==> config.mk <==
export PLATFORM = sky130hd
export DESIGN_NAME = fox_net_tx_arbiter
export DESIGN_NICKNAME = d
export VERILOG_FILES = /design/src/rtl/fox_net_pkg.sv /design/src/rtl/fox_net_hold_reg.sv /design/src/rtl/fox_net_tx_arbiter.sv
export SDC_FILE = /design/constraint.sdc
export NUM_CORES = 1
export LEC_CHECK = 0
export CORE_MARGIN = 2
export CORE_UTILIZATION = 45
export CTS_CLUSTER_DIAMETER = 200
export DETAILED_ROUTE_END_ITERATION = 6
export DONT_BUFFER_PORTS = 1
export HOLD_SLACK_MARGIN = 0.1
export PLACE_DENSITY_LB_ADDON = 0.1
export SLEW_MARGIN = 20
export SYNTH_ARGS = -nofsm -noshare
export SYNTH_HDL_FRONTEND = slang
export SYNTH_HIERARCHICAL = 1
export SYNTH_SLANG_ARGS = --single-unit
==> constraint.sdc <==
create_clock -name clk -period 2.2 [get_ports clk]
set_clock_uncertainty 0.05 [all_clocks]
set_input_delay 0 -clock clk [delete_from_list [all_inputs] [get_ports clk]]
set_output_delay 0 -clock clk [all_outputs]
set_load 0.05 [all_outputs]
==> src/rtl/fox_net_pkg.sv <==
// Shared packet definitions for the fox_net node: width formula, field offsets
// and pack/unpack helpers used by the arbiter, CPU wrapper and router adapter.
package fox_net_pkg;

    localparam int DEF_COORD_BITS           = 1;
    localparam int DEF_MULTICAST_GROUP_BITS = 1;
    localparam int DEF_MATRIX_TYPE_BITS     = 1;
    localparam int DEF_MATRIX_COORD_BITS    = 8;
    localparam int DEF_MATRIX_ELEMENT_BITS  = 32;

    localparam logic REQ0 = 1'b0;
    localparam logic REQ1 = 1'b1;

    function automatic int packet_bits(input int coord, input int group, input int mtype,
                                       input int mcoord, input int element);
        return 2*coord + group + 2 + mtype + 2*mcoord + element;
    endfunction

    localparam int PKT_BITS = packet_bits(DEF_COORD_BITS, DEF_MULTICAST_GROUP_BITS,
                                          DEF_MATRIX_TYPE_BITS, DEF_MATRIX_COORD_BITS,
                                          DEF_MATRIX_ELEMENT_BITS);

    // Field LSB offsets, built upward from matrix_element at bit 0.
    localparam int ELEM_LSB   = 0;
    localparam int MY_LSB     = ELEM_LSB + DEF_MATRIX_ELEMENT_BITS;
    localparam int MX_LSB     = MY_LSB + DEF_MATRIX_COORD_BITS;
    localparam int TYPE_LSB   = MX_LSB + DEF_MATRIX_COORD_BITS;
    localparam int RESULT_BIT = TYPE_LSB + DEF_MATRIX_TYPE_BITS;
    localparam int READY_BIT  = RESULT_BIT + 1;
    localparam int GROUP_LSB  = READY_BIT + 1;
    localparam int Y_LSB      = GROUP_LSB + DEF_MULTICAST_GROUP_BITS;
    localparam int X_LSB      = Y_LSB + DEF_COORD_BITS;

    typedef struct packed {
        logic [DEF_COORD_BITS-1:0]           x_coord;
        logic [DEF_COORD_BITS-1:0]           y_coord;
        logic [DEF_MULTICAST_GROUP_BITS-1:0] multicast_group;
        logic                                ready_flag;
        logic                                result_flag;
        logic [DEF_MATRIX_TYPE_BITS-1:0]     matrix_type;
        logic [DEF_MATRIX_COORD_BITS-1:0]    matrix_x_coord;
        logic [DEF_MATRIX_COORD_BITS-1:0]    matrix_y_coord;
        logic [DEF_MATRIX_ELEMENT_BITS-1:0]  matrix_element;
    } packet_t;

    function automatic logic [PKT_BITS-1:0] pack(input packet_t p);
        logic [PKT_BITS-1:0] v;
        v = '0;
        v[X_LSB +: DEF_COORD_BITS]               = p.x_coord;
        v[Y_LSB +: DEF_COORD_BITS]               = p.y_coord;
        v[GROUP_LSB +: DEF_MULTICAST_GROUP_BITS] = p.multicast_group;
        v[READY_BIT]                             = p.ready_flag;
        v[RESULT_BIT]                            = p.result_flag;
        v[TYPE_LSB +: DEF_MATRIX_TYPE_BITS]      = p.matrix_type;
        v[MX_LSB +: DEF_MATRIX_COORD_BITS]       = p.matrix_x_coord;
        v[MY_LSB +: DEF_MATRIX_COORD_BITS]       = p.matrix_y_coord;
        v[ELEM_LSB +: DEF_MATRIX_ELEMENT_BITS]   = p.matrix_element;
        return v;
    endfunction

    function automatic packet_t unpack(input logic [PKT_BITS-1:0] v);
        return packet_t'(v);
    endfunction

endpackage

==> src/rtl/fox_net_hold_reg.sv <==
// Single-entry packet buffer; ready is the registered empty flag so it never
// depends combinationally on downstream backpressure.
module fox_net_hold_reg #(
    parameter int WIDTH = 54
) (
    input  logic             clk,
    input  logic             reset_n,
    input  logic [WIDTH-1:0] i_data,
    input  logic             i_valid,
    output logic             o_ready,
    input  logic             i_take,
    output logic [WIDTH-1:0] o_data,
    output logic             o_full
);

    logic             r_full;
    logic [WIDTH-1:0] r_data;

    // Capture only while empty and take only while full, so the two never collide.
    always_ff @(posedge clk or negedge reset_n) begin
        if (!reset_n) begin
            r_full <= 1'b0;
            r_data <= '0;
        end else if (i_valid && !r_full) begin
            r_full <= 1'b1;
            r_data <= i_data;
        end else if (i_take) begin
            r_full <= 1'b0;
        end
    end

    assign o_ready = !r_full;
    assign o_data  = r_data;
    assign o_full  = r_full;

endmodule

==> src/rtl/fox_net_tx_arbiter.sv <==
// Round-robin arbiter sharing one injection port between the CPU packet
// interface (req0) and the ROM/result streamer (req1), with sent counters.
module fox_net_tx_arbiter
    import fox_net_pkg::*;
#(
    parameter int COORD_BITS           = 1,
    parameter int MULTICAST_GROUP_BITS = 1,
    parameter int MATRIX_TYPE_BITS     = 1,
    parameter int MATRIX_COORD_BITS    = 8,
    parameter int MATRIX_ELEMENT_BITS  = 32,
    parameter int COUNT_BITS           = 16,
    localparam int PACKET_BITS = packet_bits(COORD_BITS, MULTICAST_GROUP_BITS,
                                             MATRIX_TYPE_BITS, MATRIX_COORD_BITS,
                                             MATRIX_ELEMENT_BITS)
) (
    input  logic                   clk,
    input  logic                   reset_n,
    input  logic                   arb_enable,
    input  logic [PACKET_BITS-1:0] req0_packet,
    input  logic                   req0_valid,
    output logic                   req0_ready,
    input  logic [PACKET_BITS-1:0] req1_packet,
    input  logic                   req1_valid,
    output logic                   req1_ready,
    output logic [PACKET_BITS-1:0] out_packet,
    output logic                   out_valid,
    output logic                   out_source,
    input  logic                   out_ready,
    input  logic                   count_clear,
    output logic [COUNT_BITS-1:0]  sent_count0,
    output logic [COUNT_BITS-1:0]  sent_count1,
    output logic                   busy
);

    logic [PACKET_BITS-1:0] w_hold0, w_hold1;
    logic                   w_full0, w_full1;
    logic                   w_load_en, w_grant, w_deliver;

    logic [PACKET_BITS-1:0] r_out_packet;
    logic                   r_out_valid;
    logic                   r_out_source;
    logic                   r_last_grant;
    logic [COUNT_BITS-1:0]  r_count0, r_count1;

    fox_net_hold_reg #(.WIDTH(PACKET_BITS)) u_hold0 (
        .clk     (clk),
        .reset_n (reset_n),
        .i_data  (req0_packet),
        .i_valid (req0_valid),
        .o_ready (req0_ready),
        .i_take  (w_load_en && (w_grant == REQ0)),
        .o_data  (w_hold0),
        .o_full  (w_full0)
    );

    fox_net_hold_reg #(.WIDTH(PACKET_BITS)) u_hold1 (
        .clk     (clk),
        .reset_n (reset_n),
        .i_data  (req1_packet),
        .i_valid (req1_valid),
        .o_ready (req1_ready),
        .i_take  (w_load_en && (w_grant == REQ1)),
        .o_data  (w_hold1),
        .o_full  (w_full1)
    );

    assign w_load_en = arb_enable && (!r_out_valid || out_ready) && (w_full0 || w_full1);
    // With both full, alternate away from the previous winner; otherwise take whichever is full.
    assign w_grant   = (w_full0 && w_full1) ? !r_last_grant : w_full1;
    assign w_deliver = r_out_valid && out_ready;

    always_ff @(posedge clk or negedge reset_n) begin
        if (!reset_n) begin
            r_out_packet <= '0;
            r_out_valid  <= 1'b0;
            r_out_source <= REQ0;
            r_last_grant <= REQ1;
        end else if (w_load_en) begin
            r_out_packet <= (w_grant == REQ1) ? w_hold1 : w_hold0;
            r_out_valid  <= 1'b1;
            r_out_source <= w_grant;
            r_last_grant <= w_grant;
        end else if (w_deliver) begin
            r_out_valid  <= 1'b0;
        end
    end

    always_ff @(posedge clk or negedge reset_n) begin
        if (!reset_n) begin
            r_count0 <= '0;
            r_count1 <= '0;
        end else if (count_clear) begin
            r_count0 <= '0;
            r_count1 <= '0;
        end else if (w_deliver) begin
            if (r_out_source == REQ0) r_count0 <= r_count0 + COUNT_BITS'(1);
            else                      r_count1 <= r_count1 + COUNT_BITS'(1);
        end
    end

    assign out_packet  = r_out_packet;
    assign out_valid   = r_out_valid;
    assign out_source  = r_out_source;
    assign sent_count0 = r_count0;
    assign sent_count1 = r_count1;
    assign busy        = w_full0 | w_full1 | r_out_valid;

endmodule

==> results of run 1 <==
## power breakdown
group          leakage, uW  switching, uW  internal [uW]
logic              0.00231           1760           2710
registers          0.00243           2730           5190
clock network     0.000298           1500           1740
## synth_stat cells (2+ instances only)
library cell / count
dfrtp_1: 198
nand2_1: 121
mux2_4: 98
a22oi_1: 54
nor2_1: 21
clkbuf_1: 20
buf_12: 12
xor2_1: 12
a21oi_1: 10
mux2_1: 10
or3_1: 9
nand4_1: 8
xnor2_1: 8
nand3_1: 7
o21ai_0: 7
inv_1: 6
and3_1: 3
and4_1: 3
buf_1: 3
nor3_1: 3
nor4_1: 3
o211ai_1: 3
or4_1: 3
a21o_1: 2
ha_1: 2
nor2b_4: 2
o2111ai_1: 2
o21bai_1: 2
o31ai_1: 2
## repair_timing
item                                    in CTS  in global routing
buffers inserted                             0                  0
endpoints found under the setup margin       0                  0
endpoints found under the hold margin      396                199
## metrics by stage
| step | std cells | area (sq um) | hold WS [ns] | utilization |
|---|---|---|---|---|
| floorplan | 645 | 8590 | -0.346 | - |
| global placement | 881 | 8870 | -0.341 | 0.474 |
| detailed placement | 881 | 8870 | -0.341 | 0.474 |
| CTS | 1064 | 11000 | -0.807 | 0.589 |
| global route | 1064 | 11000 | -0.815 | 0.589 |
| finish | 1064 | 11000 | -0.788 | 0.589 |
## layout make-up
class | count | area (sq um)
multi-input cells | 403 | 3240
repair buffers | 190 | 1850
clock inverters | 14 | 189
well taps | 234 | 293
clock buffers | 18 | 429
inverters | 6 | 22.5
fillers | 1476 | 7690
flip-flops and latches | 199 | 4990
## worst max-delay path, cell delays in order (launching register included)
cell and delay (ns):
dfrtp_1 0.46, nor2b_4 0.17, buf_12 0.26, mux2_1 0.38, dlygate4sd3_1 0.57
## cells by family (layout without fill, tap and decap cells)
kind of cell	after synthesis	after routing	share of synthesized area
fa+ha+maj	2	2	0.00292
mux	109	109	0.186
buf+inv	43	228	0.0422
xor+xnor	20	20	0.0204
simple gates	186	186	0.0964
compound gates	86	86	0.0713
flops	199	199	0.581
## layer usage
metal,track usage,share of wire
met5,0,0
met4,0.0600,0.017
met3,0.0673,0.074
met2,0.336,0.48
met1,0.273,0.43
## path summary, 6_finish.rpt
check / startpoint / end / slack, ns / cells after the start
max reg2reg: u_hold1/o_full / u_hold1/o_data[0] / 0.20 / 4
max: u_hold1/o_full / u_hold1/o_data[0] / 0.20 / 4
max in group asynchronous: reset_n / out_packet[14] / 2.48 / 0
min reg2reg: u_hold0/o_data[28] / out_packet[28] / 0.42 / 2
min in group clk: req0_valid / u_hold0/o_full / 0.11 / 3
min: reset_n / sent_count1[13] / -0.79 / 0
## state kept, by name, indices dropped and copies added, names as in the netlist, 16 cells and up
| name | flops |
|---|---|
| out_packet | 54 |
| u_hold0/o_data | 54 |
| u_hold1/o_data | 54 |
| sent_count0 | 16 |
| sent_count1 | 16 |
==> summary.md, run 1 <==
| Metric | Value |
|---|---|
| Failing checks | hold timing |
| Die width | 142 microns |
| Fin crit period | 2.00 ns |
| Row count | 50 |
| First-pass GRT wire length | 33400 microns |
| Top FF cell, synth | dfrtp_1 |
| Final clock period utilization by the worst path | 0.908 |
| Seq/Total Area, Yosys | 0.581 |
| # IOs | 206 |
| Worst slack at placement | 0.237 ns |
| Worst-Margin Slew | 0.580 ns |
| Post-DP HPWL | 12200 microns |
| Vias | 5705 |
| Ys Warns | 6 |
| # hold bufs at CTS | 151 |
| Seq cells post-synth | 199 |
| Final Slew Violations | 0 |
| Final Hold Vio Count | 199 |
| Total leakage power | 0.00504 uW |
| Initial Util | 0.458 |
| Worst-path fanout max | 29 |
| CTS tree | done |
| Clock buffer depth | 2 |
| Most common cell after layout, fill and taps aside | dfrtp_1 |
| Core area | 18700 sq um |
| Critical path type | reg -> reg |
| Synthesis-to-layout area growth | 28.4% |
| DR vias/cell | 5.36 |
| VDD IR max | 0.738 mV |
| CTS Sinks | 199 |
| Status | finished, violations left |
| Total GRT Usage | 0.209 |
| Critical path arrival | 2.26 ns |
| Syn_nets | 762 |
| Latest clock arrival within the worst-skew pair | 0.42 ns |
| Share of flip-flops with an asynchronous set or reset | 1.00 |
| Req. time, crit path | 2.46 ns |
| Vias in the first global route | 6184 |
| Maxcap violations | 0 |
| Pwr Total | 15600 uW |
| Synth area leader | dfrtp_1 |
| Startpoint types | flop |
| Largest net degree at the start of global routing | 200 |
| Fraction of layout cells with a size suffix above 1 | 0.220 |
| Synth Cell Area | 8580 sq um |
| Drt first pass iters | 4 |
| Placer Congestion | 0.843 |
| Most frequent cells in the layout | dfrtp_1, dlygate4sd3_1, nand2_1 |
| Syn avg cell area | 13.3 sq um |
| Post-synth top area share | 0.578 |
| Final worst slack | 0.202 ns |
| ANT cells | 0 |
| Number of gates resized after CTS | 0 |
| H-tree depth | 4 |
| Syn Inst Count | 645 |
| Wire length per cell | 19.4 microns |
| Final hold slack | -0.788 ns |
| Hold Path Class | in -> async |
| Unrepaired setup endpoints after global routing | false |
| Nets | 934 |
| Antenna-violating nets left | 0 |
| Initial DRC count | 341 |
| PwrDens | 1420 nW/um^2 |
| Total grt overflow | 0 |
| Clock transition at path regs | 0.08 ns |
| CTS Root Cell | clkbuf_16 |
| Slew HR | 0.612 |
| Final setup viols | 0 |
| Setup Total Neg Slack | 0 ns |
| Total CTS buffers | 17 |
| Total Routed Length | 20600 microns |
| EDFF count, synth | 0 |
| Distinct cells, synth | 40 |
| Die H | 142 microns |
| Synth area leaders | dfrtp_1, mux2_4, nand2_1 |
| I/O Buffers | 0 |
| Remaining DRCs | 0 |
| Die Area | 20200 sq um |
| Crit. End Element | flop |
| Max Fclk | 501 MHz |
| Initial antenna violation count | 0 |
(Power assumes the default switching activity.)
==> inputs of run 2 (changes only) <==
--- a/config.mk
+++ b/config.mk
@@ -5,6 +5,9 @@
 export SDC_FILE = /design/constraint.sdc
 export NUM_CORES = 1
 export LEC_CHECK = 0
+export ABC_CLOCK_PERIOD_IN_PS = 2200
+export CELL_PAD_IN_SITES_DETAIL_PLACEMENT = 1
+export CELL_PAD_IN_SITES_GLOBAL_PLACEMENT = 1
 export CORE_MARGIN = 2
 export CORE_UTILIZATION = 45
 export CTS_CLUSTER_DIAMETER = 200
==> summary.md, run 2 (same netlist as run 1, synthesis figures left out) <==
| Metric | Value |
|---|---|
| Status | finished, violations left |
| Failing checks | hold timing |
| Unrepaired setup endpoints after global routing | false |
| Slew HR | 0.614 (+0.00185) |
| Clock transition at path regs | 0.08 ns (about the same) |
| H-tree depth | 4 (unchanged) |
| Vias | 5616 (-1.6%) |
| Die H | 142 microns (unchanged) |
| First-pass GRT wire length | 35800 microns (+7.4%) |
| Internal Power | 9050 uW (-6.1%) |
| Critical path type | reg -> reg |
| Post-DP HPWL | 13300 microns (+8.6%) |
| Final clock period utilization by the worst path | 0.944 (+0.0362) |
| Initial Util | 0.458 (unchanged) |
| Fin area | 10600 sq um (-3.6%) |
| Drt first pass iters | 4 (unchanged) |
| PwrDens | 1420 nW/um^2 (-0.19%) |
| Req. time, crit path | 2.46 ns (about the same) |
| Core area | 18700 sq um (unchanged) |
| Switching Power | 5980 uW (-0.24%) |
| Initial DRC count | 299 (-12%) |
| Die width | 142 microns (unchanged) |
| Setup Total Neg Slack | 0 ns (unchanged) |
| Hold Path Class | in -> async |
| Total leakage power | 0.00486 uW (-3.7%) |
| # hold bufs at CTS | 114 (-25%) |
| VDD IR max | 0.832 mV (+13%) |
| Final Slew Violations | 0 (unchanged) |
| Startpoint types | flop |
| Row count | 50 (unchanged) |
| Nets | 896 (-4.1%) |
| Crit path launch | sent_count1[0] |
| Maxcap violations | 0 (unchanged) |
| Total grt overflow | 0 (unchanged) |
| Combinational cell fraction of total power | 0.267 (-0.019) |
| Critical path arrival | 2.34 ns (+0.08 ns) |
| Final Hold Vio Count | 199 (unchanged) |
| Max Fclk | 481 MHz (-3.8%) |
| Total CTS buffers | 17 (unchanged) |
| R2R Path Start | sent_count1[0] |
| Largest net degree at the start of global routing | 200 (unchanged) |
| Vias in the first global route | 6482 (+4.8%) |
| CTS Sinks | 199 (unchanged) |
| Clock buffer depth | 2 (unchanged) |
| CTS tree | done |
| Placer Congestion | 0.799 (-5.2%) |
| Post-DP Area | 8890 sq um (+0.20%) |
| Synthesis-to-layout area growth | 23.7% |
| Most common cell after layout, fill and taps aside | dfrtp_1 |
| Remaining DRCs | 0 (unchanged) |
| Number of gates resized after CTS | 0 (unchanged) |
| Latest clock arrival within the worst-skew pair | 0.43 ns (about the same) |
| Crit. End Element | flop |
| Fin util | 0.567 (-0.0215) |
| Fraction of layout cells with a size suffix above 1 | 0.229 (+0.00834) |
| Worst-path fanout max | 4 (-86%) |
| CTS Root Cell | clkbuf_16 |
| Most frequent cells in the layout | dfrtp_1, nand2_1, dlygate4sd3_1 |
| Worst-Margin Slew | 0.580 ns (-0.000227 ns) |
| Final setup viols | 0 (unchanged) |
| Flop pwr share | 0.529 (+0.023) |
| Sw Share | 0.398 (+0.0143) |
| Wire length per cell | 22.0 microns (+13%) |
| Clock Power Share | 0.204 (-0.003) |
| ANT cells | 0 (unchanged) |
| Total GRT Usage | 0.230 (+0.0212) |
| Fin crit period | 2.08 ns (+0.0797 ns) |
| Total Routed Length | 22500 microns (+9.1%) |
| DR vias/cell | 5.48 (+2.2%) |
| Antenna-violating nets left | 0 (unchanged) |
| Final hold slack | -0.788 ns (-0.000218 ns) |
| Initial antenna violation count | 0 (unchanged) |
| # IOs | 206 (unchanged) |
| Die Area | 20200 sq um (unchanged) |
| I/O Buffers | 0 (unchanged) |
-- run 2: path summary, 6_finish.rpt --
check                                     end  slack [ns]  cells past startpoint
max                            sent_count1[6]        0.12                      7
min                           sent_count1[13]       -0.79                      0
max reg2reg                    sent_count1[6]        0.12                      7
min reg2reg                    out_packet[22]        0.42                      2
max in group asynchronous  u_hold0/o_data[17]        2.55                      0
min in group clk              sent_count1[10]        0.11                      4
-- run 2: worst max-delay path, stage by stage, from the launching register on --
cell,delay (ns)
dfrtp_1,0.42
ha_1,0.23
nand4_1,0.14
buf_4,0.17
nor3_1,0.18
xnor2_1,0.17
nor2_1,0.05
dlygate4sd3_1,0.55
-- run 2: what timing repair did --
| item | in CTS | in global routing |
|---|---|---|
| hold endpoints to repair | 396 | 199 |
| setup endpoints to repair | 0 | 0 |
| setup buffers | 0 | 0 |
-- run 2: through the flow --
stage | std cells | power [uW] | setup WS, ns
6_report | 1025 | 15000 | 0.123
5_1_grt | 1025 | 15800 | 0.000531
4_1_cts | 1025 | 15100 | 0.125
3_5_place_dp | 880 | 11800 | 0.253
3_3_place_gp | 880 | 11500 | 0.285
2_1_floorplan | 645 | 10900 | 0.00200
-- run 2: cell type report --
cell class              instances  area, sq um
repair buffers                152         1500
inverters                       6         22.5
flip-flops and latches        199         4990
multi-input cells             403         3240
clock buffers                  18          429
well taps                     234          293
clock inverters                13          140
fillers                      1863         8100
-- run 2: per-layer routing --
layer / vias up / wire length (microns) / global-route usage
met5: - / 0 / 0
met4: 0 / 373 / 0.0679
met3: 29 / 1500 / 0.0707
met2: 165 / 11200 / 0.395
met1: 2910 / 9430 / 0.281
li1: 2512 / - / -
-- run 2: power groups by stage --
stage               Sequential, uW  Combinational, uW  Clock (uW)
CTS                           7930               4010        3160
global placement              7890               3650           0
global route                  8150               4370        3300
finish                        7960               4010        3070
floorplan                     7680               3240           0
detailed placement            7970               3790           0
==> inputs of run 3 (changes only) <==
--- a/config.mk
+++ b/config.mk
@@ -18,5 +18,4 @@
 export SLEW_MARGIN = 20
 export SYNTH_ARGS = -nofsm -noshare
 export SYNTH_HDL_FRONTEND = slang
-export SYNTH_HIERARCHICAL = 1
 export SYNTH_SLANG_ARGS = --single-unit
==> summary.md, run 3 <==
| Metric | Value |
|---|---|
| CP peak stage delay | 0.56 ns (about the same) |
| Total Routed Length | 22000 microns (-2.1%) |
| Largest net degree at the start of global routing | 200 (unchanged) |
| Core area | 17400 sq um (-6.9%) |
| CTS Root Cell | clkbuf_16 |
| Latest clock arrival within the worst-skew pair | 0.43 ns (about the same) |
| Synth area leader | dfrtp_1 |
| Post-CTS setup buffer count | 0 (unchanged) |
| Vias in the first global route | 6268 (-3.3%) |
| Synthesis-to-layout area growth | 28.6% |
| Clock buffer depth | 2 (unchanged) |
| Seq/Total Area, Yosys | 0.617 (+0.0363) |
| Die H | 138 microns (-2.9%) |
| Crit. End Element | flop |
| I/O Buffers | 0 (unchanged) |
| Hold Path Class | in -> async |
| Post-synth top area share | 0.614 (+0.0361) |
| Vias | 5437 (-3.2%) |
| Final Hold Vio Count | 199 (unchanged) |
| Remaining DRCs | 0 (unchanged) |
| Post-DP Area | 8580 sq um (-3.4%) |
| Synth cell count leaders | dfrtp_1, mux2_2, a21o_1, a22o_1, clkbuf_1 |
| Worst-Margin Slew | 0.677 ns (+0.0972 ns) |
| VDD IR max | 0.891 mV (+7.2%) |
| Distinct cells, synth | 38 (-5.0%) |
| Critical path arrival | 2.25 ns (-0.09 ns) |
| Row count | 48 (-4.0%) |
| PwrDens | 1450 nW/um^2 (+2.5%) |
| Max Fclk | 502 MHz (+4.2%) |
| Count leader, synth | dfrtp_1 |
| Fin crit period | 1.99 ns (-0.0845 ns) |
| Seq cells post-synth | 199 (unchanged) |
| Unrepaired setup endpoints after global routing | false |
| Die width | 138 microns (-2.9%) |
| CP max stage cell | dlygate4sd3_1 |
| Wire length per cell | 22.7 microns (+3.6%) |
| Post-DP HPWL | 13100 microns (-0.91%) |
| CP cell instances | a21boi_2 -> and3_2 -> buf_4 -> nor2_1 -> dlygate4sd3_1 |
| Syn_nets | 708 (-7.1%) |
| Fin area | 10400 sq um (-2.2%) |
| Share of flip-flops with an asynchronous set or reset | 1.00 (unchanged) |
| Fill count | 1651 (-11%) |
| Critical path type | reg -> reg |
| Final clock period utilization by the worst path | 0.906 (-0.0384) |
| # hold bufs at CTS | 114 (unchanged) |
| Placer Congestion | 0.808 (+1.1%) |
| Nets | 847 (-5.5%) |
| Failing checks | hold timing |
| Worst-path fanout max | 16 (+12) |
| Antenna-violating nets left | 0 (unchanged) |
| Synth area leaders | dfrtp_1, mux2_2, a22o_1 |
| Req. time, crit path | 2.46 ns (about the same) |
| Total grt overflow | 0 (unchanged) |
| Initial Util | 0.463 (+0.00497) |
| Initial DRC count | 214 (-28%) |
| Setup Total Neg Slack | 0 ns (unchanged) |
| DR vias/cell | 5.61 (+2.4%) |
| Final Slew Violations | 0 (unchanged) |
| Maxcap violations | 0 (unchanged) |
| First-pass GRT wire length | 34900 microns (-2.7%) |
| Syn avg cell area | 13.7 sq um (+2.7%) |
| Total CTS buffers | 17 (unchanged) |
| Clock transition at path regs | 0.08 ns (about the same) |
| Final setup viols | 0 (unchanged) |
| Fraction of layout cells with a size suffix above 1 | 0.256 (+0.0269) |
| CTS Sinks | 199 (unchanged) |
| Most frequent cells in the layout | dfrtp_1, dlygate4sd3_1, mux2_2 |
| Drt first pass iters | 4 (unchanged) |
| CTS tree | done |
| H-tree depth | 4 (unchanged) |
| EDFF count, synth | 0 (unchanged) |
| Final hold slack | -0.793 ns (-0.00512 ns) |
| Initial antenna violation count | 1 (+1) |
| Synth Cell Area | 8070 sq um (-5.9%) |
| Slew HR | 0.547 (-0.0668) |
| Die Area | 19000 sq um (-5.7%) |
| Status | finished, violations left |
| Top FF cell, synth | dfrtp_1 |
| Total GRT Usage | 0.242 (+0.0120) |
| Ys Warns | 0 (-6) |
| Syn Inst Count | 591 (-8.4%) |
| Startpoint types | flop |
| # IOs | 206 (unchanged) |
| Most common cell after layout, fill and taps aside | dfrtp_1 |
| Total leakage power | 0.00474 uW (-2.5%) |
run 3: cell types whose count changed in the layout (fill, tap and decap cells not counted), sizes merged, moves of 3 or more:
cell,change
a22oi,-54
nand2,-108
a22o,+54
clkinvlp,-4
a21oi,+4
xor2,-4
clkinv,+4
a21o,+54
inv,-3
run 3: area by class of cell:
| cell class | count | area (sq um) | share of cell area |
|---|---|---|---|
| clock buffers | 17 | 425 | 0.0410 |
| well taps | 225 | 282 | 0.0271 |
| repair buffers | 154 | 1490 | 0.143 |
| diodes | 1 | 2.50 | 0.000241 |
| flip-flops and latches | 199 | 4980 | 0.480 |
| clock inverters | 15 | 215 | 0.0207 |
| inverters | 3 | 11.3 | 0.00108 |
| multi-input cells | 355 | 2980 | 0.287 |
run 3: cell families after synthesis:
family	count (synthesis)	synth area share
fa+ha+maj	2	0.00310
buf+inv	37	0.0177
xor+xnor	17	0.0184
compound gates	144	0.136
simple gates	83	0.0553
mux	109	0.152
flops	199	0.617
run 3: worst max-delay path, delay by kind of cell (launching register included):
kind | cells | cell delay (ns)
AO/OA/AOI/OAI | 1 | 0.25
buffers and inverters | 2 | 0.80
flip-flops | 1 | 0.46
AND/OR/NAND/NOR | 2 | 0.32
run 3: routing by layer:
metal	vias up	track usage	routed length (microns)
met5	-	0	0
met4	0	0.0754	407
met3	28	0.0793	1730
met2	159	0.422	11500
met1	2820	0.284	8430
li1	2430	-	-
run 3: worst paths after layout:
kind	startpoint	slack, ns	end	cells after the start
setup / recovery	u_hold1.o_full	0.21	u_hold1.o_full	5
min in group clk	req0_valid	0.16	u_hold0.o_data[44]	3
hold reg to reg	u_hold0.o_data[16]	0.43	out_packet[16]	1
max in group asynchronous	reset_n	2.55	u_hold0.o_data[20]	0
setup reg to reg	u_hold1.o_full	0.21	u_hold1.o_full	5
hold / removal	reset_n	-0.79	out_packet[19]	0
run 3: what timing repair did:
item | in CTS | in global routing
gates resized for setup | 0 | 2
hold endpoints to repair | 343 | 199
setup endpoints to repair | 0 | 1
run 3: per-stage QoR:
step	total power, uW	std cells	hold WS [ns]	setup WS (ns)	util
2_1_floorplan	10400	591	-0.346	0.103	-
3_3_place_gp	11200	822	-0.340	0.375	0.493
3_5_place_dp	11500	822	-0.341	0.315	0.493
4_1_cts	15100	968	-0.811	0.0140	0.596
5_1_grt	15800	969	-0.819	0.103	0.596
6_report	15100	969	-0.793	0.207	0.596
run 3: where the power goes:
group,leakage (uW),internal (uW),total (uW),switching (uW)
clock,0.000314,1850,3360,1520
combinational,0.00198,2100,3700,1590
sequential,0.00244,5200,8020,2820
total,0.00474,9150,15100,5930
